**config.mk**
```make
export PLATFORM = sky130hd
export DESIGN_NAME = mem_port_arbiter
export DESIGN_NICKNAME = d
export VERILOG_FILES = /design/src/rtl/mem_port_arbiter.sv
export SDC_FILE = /design/constraint.sdc
export NUM_CORES = 1
export LEC_CHECK = 0
export CAP_MARGIN = 20
export CORE_ASPECT_RATIO = 0.9
export CORE_UTILIZATION = 50
export CTS_CLUSTER_SIZE = 40
export DETAILED_ROUTE_END_ITERATION = 10
export DONT_BUFFER_PORTS = 1
export PLACE_DENSITY = 0.7
export SYNTH_ARGS = -nofsm -noshare
export SYNTH_HDL_FRONTEND = slang
export SYNTH_SLANG_ARGS = --single-unit
```
**constraint.sdc**
```tcl
create_clock -name clk -period 3.3 [get_ports clk]
set_input_delay 0.66 -clock clk [delete_from_list [all_inputs] [get_ports clk]]
set_output_delay 0.66 -clock clk [all_outputs]
set_load 0.01 [all_outputs]
```
**src/rtl/mem_port_arbiter.sv**
```systemverilog
// Shares one single-ported, variable-latency memory between instruction fetch and load/store.
// Optional one-entry fetch buffer enabled by defining ARB_IFETCH_HOLD_EN.
module mem_port_arbiter #(
    parameter int ADDR_W  = 32,
    parameter int DATA_W  = 32,
    parameter int TIMEOUT = 64
) (
    input  logic              clk,
    input  logic              reset,
    input  logic              if_req,
    input  logic [ADDR_W-1:0] if_addr,
    output logic [DATA_W-1:0] if_rdata,
    output logic              if_done,
    input  logic              d_req,
    input  logic              d_we,
    input  logic [ADDR_W-1:0] d_addr,
    input  logic [DATA_W-1:0] d_wdata,
    output logic [DATA_W-1:0] d_rdata,
    output logic              d_done,
    output logic              stall_if,
    output logic              stall_mem,
    output logic              mem_req,
    output logic              mem_we,
    output logic [ADDR_W-1:0] mem_addr,
    output logic [DATA_W-1:0] mem_wdata,
    input  logic [DATA_W-1:0] mem_rdata,
    input  logic              mem_ready,
    output logic              err
);

    localparam int CNT_W = (TIMEOUT > 2) ? $clog2(TIMEOUT) : 1;

    typedef enum logic [1:0] {
        IDLE       = 2'd0,
        DATA_BUSY  = 2'd1,
        FETCH_BUSY = 2'd2
    } state_t;

    state_t            state_q, state_d;
    logic              mem_req_q, mem_req_d;
    logic              mem_we_q, mem_we_d;
    logic [ADDR_W-1:0] mem_addr_q, mem_addr_d;
    logic [DATA_W-1:0] mem_wdata_q, mem_wdata_d;
    logic              if_done_q, if_done_d;
    logic [DATA_W-1:0] if_rdata_q, if_rdata_d;
    logic              d_done_q, d_done_d;
    logic [DATA_W-1:0] d_rdata_q, d_rdata_d;
    logic              err_q, err_d;
    logic [CNT_W-1:0]  cnt_q, cnt_d;

    logic              d_act, f_act, timeout_hit;
    logic              buf_hit;
    logic [DATA_W-1:0] buf_data;

`ifdef ARB_IFETCH_HOLD_EN
    logic              buf_vld_q, buf_vld_d;
    logic [ADDR_W-1:0] buf_addr_q, buf_addr_d;
    logic [DATA_W-1:0] buf_data_q, buf_data_d;

    assign buf_hit  = buf_vld_q && (if_addr == buf_addr_q);
    assign buf_data = buf_data_q;
`else
    assign buf_hit  = 1'b0;
    assign buf_data = '0;
`endif

    // A requester whose done pulse is showing has already been served this round.
    assign d_act       = d_req & ~d_done_q;
    assign f_act       = if_req & ~if_done_q;
    assign timeout_hit = (cnt_q == CNT_W'(TIMEOUT - 1));

    always_comb begin
        state_d     = state_q;
        mem_req_d   = mem_req_q;
        mem_we_d    = mem_we_q;
        mem_addr_d  = mem_addr_q;
        mem_wdata_d = mem_wdata_q;
        if_done_d   = 1'b0;
        if_rdata_d  = if_rdata_q;
        d_done_d    = 1'b0;
        d_rdata_d   = d_rdata_q;
        err_d       = err_q;
        cnt_d       = cnt_q;
`ifdef ARB_IFETCH_HOLD_EN
        buf_vld_d   = buf_vld_q;
        buf_addr_d  = buf_addr_q;
        buf_data_d  = buf_data_q;
`endif

        unique case (state_q)
            IDLE: begin
                if (d_act) begin
                    state_d     = DATA_BUSY;
                    mem_req_d   = 1'b1;
                    mem_we_d    = d_we;
                    mem_addr_d  = d_addr;
                    mem_wdata_d = d_wdata;
                    cnt_d       = '0;
                end else if (f_act) begin
                    if (buf_hit) begin
                        if_done_d  = 1'b1;
                        if_rdata_d = buf_data;
                    end else begin
                        state_d     = FETCH_BUSY;
                        mem_req_d   = 1'b1;
                        mem_we_d    = 1'b0;
                        mem_addr_d  = if_addr;
                        mem_wdata_d = '0;
                        cnt_d       = '0;
                    end
                end
            end

            DATA_BUSY, FETCH_BUSY: begin
                if (mem_ready) begin
                    state_d   = IDLE;
                    mem_req_d = 1'b0;
                    mem_we_d  = 1'b0;
                    cnt_d     = '0;
                    if (state_q == DATA_BUSY) begin
                        d_done_d = 1'b1;
                        if (!mem_we_q)
                            d_rdata_d = mem_rdata;
`ifdef ARB_IFETCH_HOLD_EN
                        if (mem_we_q && (mem_addr_q == buf_addr_q))
                            buf_vld_d = 1'b0;
`endif
                    end else begin
                        // A dropped if_req means the fetch was flushed: finish silently.
                        if (if_req) begin
                            if_done_d  = 1'b1;
                            if_rdata_d = mem_rdata;
                        end
`ifdef ARB_IFETCH_HOLD_EN
                        buf_vld_d  = 1'b1;
                        buf_addr_d = mem_addr_q;
                        buf_data_d = mem_rdata;
`endif
                    end
                end else if (timeout_hit) begin
                    state_d   = IDLE;
                    mem_req_d = 1'b0;
                    mem_we_d  = 1'b0;
                    cnt_d     = '0;
                    err_d     = 1'b1;
`ifdef ARB_IFETCH_HOLD_EN
                    buf_vld_d = 1'b0;
`endif
                    if (state_q == DATA_BUSY) begin
                        d_done_d  = 1'b1;
                        d_rdata_d = '0;
                    end else if (if_req) begin
                        if_done_d  = 1'b1;
                        if_rdata_d = '0;
                    end
                end else begin
                    cnt_d = cnt_q + CNT_W'(1);
                end
            end

            default: begin
                state_d   = IDLE;
                mem_req_d = 1'b0;
                mem_we_d  = 1'b0;
            end
        endcase
    end

    always_ff @(posedge clk) begin
        if (reset) begin
            state_q     <= IDLE;
            mem_req_q   <= 1'b0;
            mem_we_q    <= 1'b0;
            mem_addr_q  <= '0;
            mem_wdata_q <= '0;
            if_done_q   <= 1'b0;
            if_rdata_q  <= '0;
            d_done_q    <= 1'b0;
            d_rdata_q   <= '0;
            err_q       <= 1'b0;
            cnt_q       <= '0;
`ifdef ARB_IFETCH_HOLD_EN
            buf_vld_q   <= 1'b0;
            buf_addr_q  <= '0;
            buf_data_q  <= '0;
`endif
        end else begin
            state_q     <= state_d;
            mem_req_q   <= mem_req_d;
            mem_we_q    <= mem_we_d;
            mem_addr_q  <= mem_addr_d;
            mem_wdata_q <= mem_wdata_d;
            if_done_q   <= if_done_d;
            if_rdata_q  <= if_rdata_d;
            d_done_q    <= d_done_d;
            d_rdata_q   <= d_rdata_d;
            err_q       <= err_d;
            cnt_q       <= cnt_d;
`ifdef ARB_IFETCH_HOLD_EN
            buf_vld_q   <= buf_vld_d;
            buf_addr_q  <= buf_addr_d;
            buf_data_q  <= buf_data_d;
`endif
        end
    end

    assign mem_req   = mem_req_q;
    assign mem_we    = mem_we_q;
    assign mem_addr  = mem_addr_q;
    assign mem_wdata = mem_wdata_q;
    assign if_done   = if_done_q;
    assign if_rdata  = if_rdata_q;
    assign d_done    = d_done_q;
    assign d_rdata   = d_rdata_q;
    assign err       = err_q;
    assign stall_if  = if_req & ~if_done_q;
    assign stall_mem = d_req & ~d_done_q;

endmodule
```
Word-level counts from Yosys, hierarchy flattened:

Index checks and enable logic that the tools add are counted.

* flip-flop bits (word level): 141
* logic and storage cells: 79
* bits of input ports: 134

* $add $sub $neg: 1
* reduce and logical (&&, ||, !) cells: 12
* mux-type cells: 40
* equal/unequal tests: 8
* bitwise operators: 7

Operators with widths (number)
* two-way mux 32 bit: 15
* two-way mux 6 bit: 4
* two-way mux 1 bit: 13
* one-hot mux 6 bit (2 select lines): 1
* two-way mux 2 bit: 4
* adder 6 x 1 -> 6 bit, second input constant: 1
* equality test 6 bit, second input constant: 1
* != test 2 bit, second input constant: 3
* != test 3 bit, second input constant: 2
* AND reduction 2 bit: 3
* nonzero test 2 bit: 3
* inverter 1 bit: 5
* AND reduction 5 bit: 1
* one-hot mux 1 bit (2 select lines): 2
* one-hot mux 2 bit (2 select lines): 1
* AND reduction 4 bit: 1
* OR reduction 2 bit: 2
* AND reduction 3 bit: 1
* AND 1 bit: 2
* equality test 2 x 1 -> 1 bit, second input constant: 1
* equality test 2 bit, second input constant: 1
* logical NOT 2 bit: 1

Logic depth before layout (Yosys ltp):

* word-level depth: 5
* mapped depth: 8
* gate-level depth less buffers: 6

Worst setup path before layout:

Ideal clock, no wire load.

* kind: input to output
* start: in d_req
* end: out stall_mem
* cell stages on the path: 4
* arrival: 1101 ps
* buffers on the path: 2
* slack: 1539 ps
* cells stage by stage: nand2b_4 -> buf_6 -> inv_6 -> buf_2

* word-level cells in the longest chain between the ends: 1

Ends and longest elaborated chain
* from (decl): line 14 `input logic d_req,`
* AND 1 bit: line 217 `assign stall_mem = d_req & ~d_done_q;`
* to (decl): line 21 `output logic stall_mem,`

No other way between the ends.

Worst setup path after layout:

* start: reg cnt_q[0]
* end: reg d_rdata_q[6], in the netlist d_rdata[6]

* word-level cells in the longest chain between the ends: 3

Ends and longest elaborated chain
* from (decl): line 49 `logic [CNT_W-1:0] cnt_q, cnt_d;`
* from (signal assigned): line 198 `cnt_q <= cnt_d;`
* equality test 6 bit: line 70 `assign timeout_hit = (cnt_q == CNT_W'(TIMEOUT - 1));`
* nonzero test 2 bit (no source line)
* AND reduction 4 bit (no source line)
* to (signal assigned): line 196 `d_rdata_q <= d_rdata_d;`
* to (decl): line 47 `logic [DATA_W-1:0] d_rdata_q, d_rdata_d;`

No other way between the ends.
A chain may end at the register's enable or synchronous reset.

==> impl_metrics.yaml <==
global_route:
  antenna_found_initial: 0
  grt_usage_pct: 22.5
  grt_use_met1_pct: 24.0
  busiest_layer: "met2"
  grt_pass1_vias: 3953
  grt_use_met3_pct: 9.56
  grt_pass1_wl_um: 19800
  grt_max_degree: 82
  use_met2_pct: 41.1
  grt_overflow: 0
route:
  wl_per_cell_um: 20.2
  remaining_drc_errors: 36
  routed_wirelength_um: 12900
  dr.pass1.iters: 8
  via_per_inst: 6.35
  num_vias: 4058
  ant_nets: 0
  drtIter0Drc: 352
cells_and_area:
  final_cell_mix: "dfxtp_1 (141), nand2_1 (71), nor2_1 (67), a32o_1 (64), a22oi_1 (33)"
  area_growth_pct: 10.5
  antennaDiodeCount: 0
  layout_commonest_cell: "dfxtp_1"
  drive_gt1_share_pct: 13.7
  final_nets: 637
  final_cell_area_mm2: 0.00596
synth:
  netlist_area_mm2: 0.00539
  synth_nets: 661
  syn_inst: 523
  yosysSeqAreaShare_pct: 52.4
  yosysWarnings: 0
  ys_ff_latch: 141
  synth.avg_cell_area_um2: 10.3
  synth.distinct_cells: 45
timing:
  final-hold-violation-count: 0
  maxSlewHeadroom_pct: 35.4
  finalCritPeriodShare_pct: 64.7
  max_freq_ghz: 0.468
  fin_skew_ps: 10.3
  report.final.slew_viol_count: 0
  setup_tns_ps: 0
  period_minus_slack_ps: 2140
  rsz0062_at_grt: "false"
  setup_violations: 0
  worstMarginPinSlew_ps: 967
  finalHoldWorstSlack_ps: 341
critical_path:
  cp_max_fo: 32
  crit_end: "d_rdata[6]"
  crit_buf_inv: 0
  worstPathArrival_ps: 2460
  r2r-end: "d_rdata[6]"
  critPathMaxStageDelay_ps: 760
  cp-start-kind: "flop"
  cp_cell_sequence: "ha_1, and4_4, a21o_4, a21oi_4, a32o_1"
  worstSetupPathDepth: 5
  r2r_start: "cnt_q[0]"
  cp_slowest_cell: "a21oi_4"
  rrSetupSlack_ps: 1160
  crit_type: "flop to flop"
  required_ps: 3630
  cp-startpoint: "cnt_q[0]"
  end_kind: "flop"
  critical-path-top-delay-family: "compound AO/OA/AOI/OAI gates"
  reg2regPathDepth: 5
clock_tree:
  clock_sinks: 141
  clk_path_buf_depth: 2
  cts_root_buf: "clkbuf_16"
  postCtsSetupBuffers: 0
  hold_buffers: 0
  clk_latency_ps: 400
  cts_resized: 0
  h-tree-depth: 4
  cts_tree: "done"
  clk_pin_slew_ps: 60
  numCtsBuffers: 17
hold_path:
  whs_path_depth: 1
  hp-class: "input pin to flop"
job:
  maxCapViolations: 0
placement:
  numPortBuffers: 0
  place_area_mm2: 0.00533
  dp_hpwl_um: 8690
  gp_congestion: 0.762
die:
  die_area_mm2: 0.0112
  dieHeight_um: 100
  die_w_um: 111
  core_mm2: 0.0104
  rows: 35
  start_util_pct: 51.9
  io_pins: 269
pwr:
  p_leak_uw: 0.00216
  peakVddDrop_mv: 0.515
  power_uw: 4420
  power-per-cell-area_mw_per_mm2: 742
run_status:
  failed_checks: "DRC"
  status: "complete, but fails checks"
[worst register-to-register path, stage by stage (launching register included)]
cell     delay, ps
dfxtp_1        330
ha_1           260
and4_4         240
a21o_4         240
a21oi_4        760
a32o_1         250
[state kept, by name, indices dropped and copies added (netlist names)]
name       flops
d_rdata       32
d_done         1
mem_req        1
state_q        2
if_done        1
err            1
mem_we         1
mem_addr      32
if_rdata      32
mem_wdata     32
cnt_q          6
[layout make-up]
class	count	area, µm²
Sequential cell	141	2820
Tap cell	129	161
Clock buffer	18	439
Inverter	4	20.0
Fill cell	892	4420
Multi-Input combinational cell	329	2280
Timing Repair Buffer	6	45.0
Clock inverter	12	186
[cell usage after synthesis (all sizes together)]
| library cell | number | share of area [%] |
|---|---|---|
| and3 | 1 | 0.12 |
| nor4 | 1 | 0.12 |
| inv | 4 | 0.37 |
| nor3 | 4 | 0.46 |
| a21o | 2 | 0.42 |
| nor2 | 69 | 4.9 |
| a32o | 64 | 12 |
| dfxtp | 141 | 52 |
| a311oi | 32 | 7.4 |
| o21ai | 7 | 0.86 |
| a21oi | 13 | 1.6 |
| o22ai | 2 | 0.35 |
| nand2 | 71 | 4.9 |
| nand2b | 5 | 0.72 |
| or4 | 2 | 0.28 |
| nor2b | 4 | 0.46 |
| nand3 | 4 | 0.37 |
| a211o | 1 | 0.16 |
| o21a | 1 | 0.28 |
| buf | 32 | 3.9 |
| ha | 4 | 0.93 |
| clkbuf | 17 | 1.2 |
| a22oi | 33 | 4.6 |
| nand3b | 1 | 0.14 |
| a31oi | 2 | 0.23 |
| a21boi | 1 | 0.21 |
| a211oi | 1 | 0.14 |
| o211ai | 1 | 0.14 |
| and4 | 1 | 0.21 |
| nor3b | 1 | 0.14 |
| or3 | 1 | 0.12 |
[how the worst min path moves through the flow]
stage | endpoint | slack (ps) | start
4_1_cts | mem_wdata[7] | 320 | reset
5_1_grt | mem_wdata[9] | 320 | reset
6_report | mem_wdata[7] | 340 | reset
2_1_floorplan | cnt_q[4] | 440 | cnt_q[4]
3_3_place_gp | cnt_q[4] | 460 | cnt_q[4]
3_5_place_dp | cnt_q[4] | 480 | cnt_q[4]
[power breakdown]
part / internal (µW) / switching [µW]
combinational: 164 / 285
clock: 1290 / 707
sequential: 1830 / 148
[metal layers]
| layer | vias up | share of wire (%) |
|---|---|---|
| met5 | - | 0 |
| met4 | 0 | 0.76 |
| met3 | 8 | 8.6 |
| met2 | 178 | 51 |
| met1 | 1957 | 39 |
| li1 | 1915 | - |
[cells by family after synthesis]
family / Yosys count / synth area share, %
compound gates: 160 / 28.3
flops: 141 / 52.4
simple gates: 165 / 13.0
buf+inv: 53 / 5.41
fa+ha+maj: 4 / 0.929
[metrics by stage]
stage / setup slack, ps / instances / util (%)
6_report: 1160 / 639 / 57.4
5_1_grt: 1060 / 639 / 57.4
4_1_cts: 1180 / 639 / 57.4
3_5_place_dp: 1080 / 609 / 51.4
3_3_place_gp: 1110 / 609 / 51.4
2_1_floorplan: 1540 / 523 / -
(Power assumes the default switching activity.)
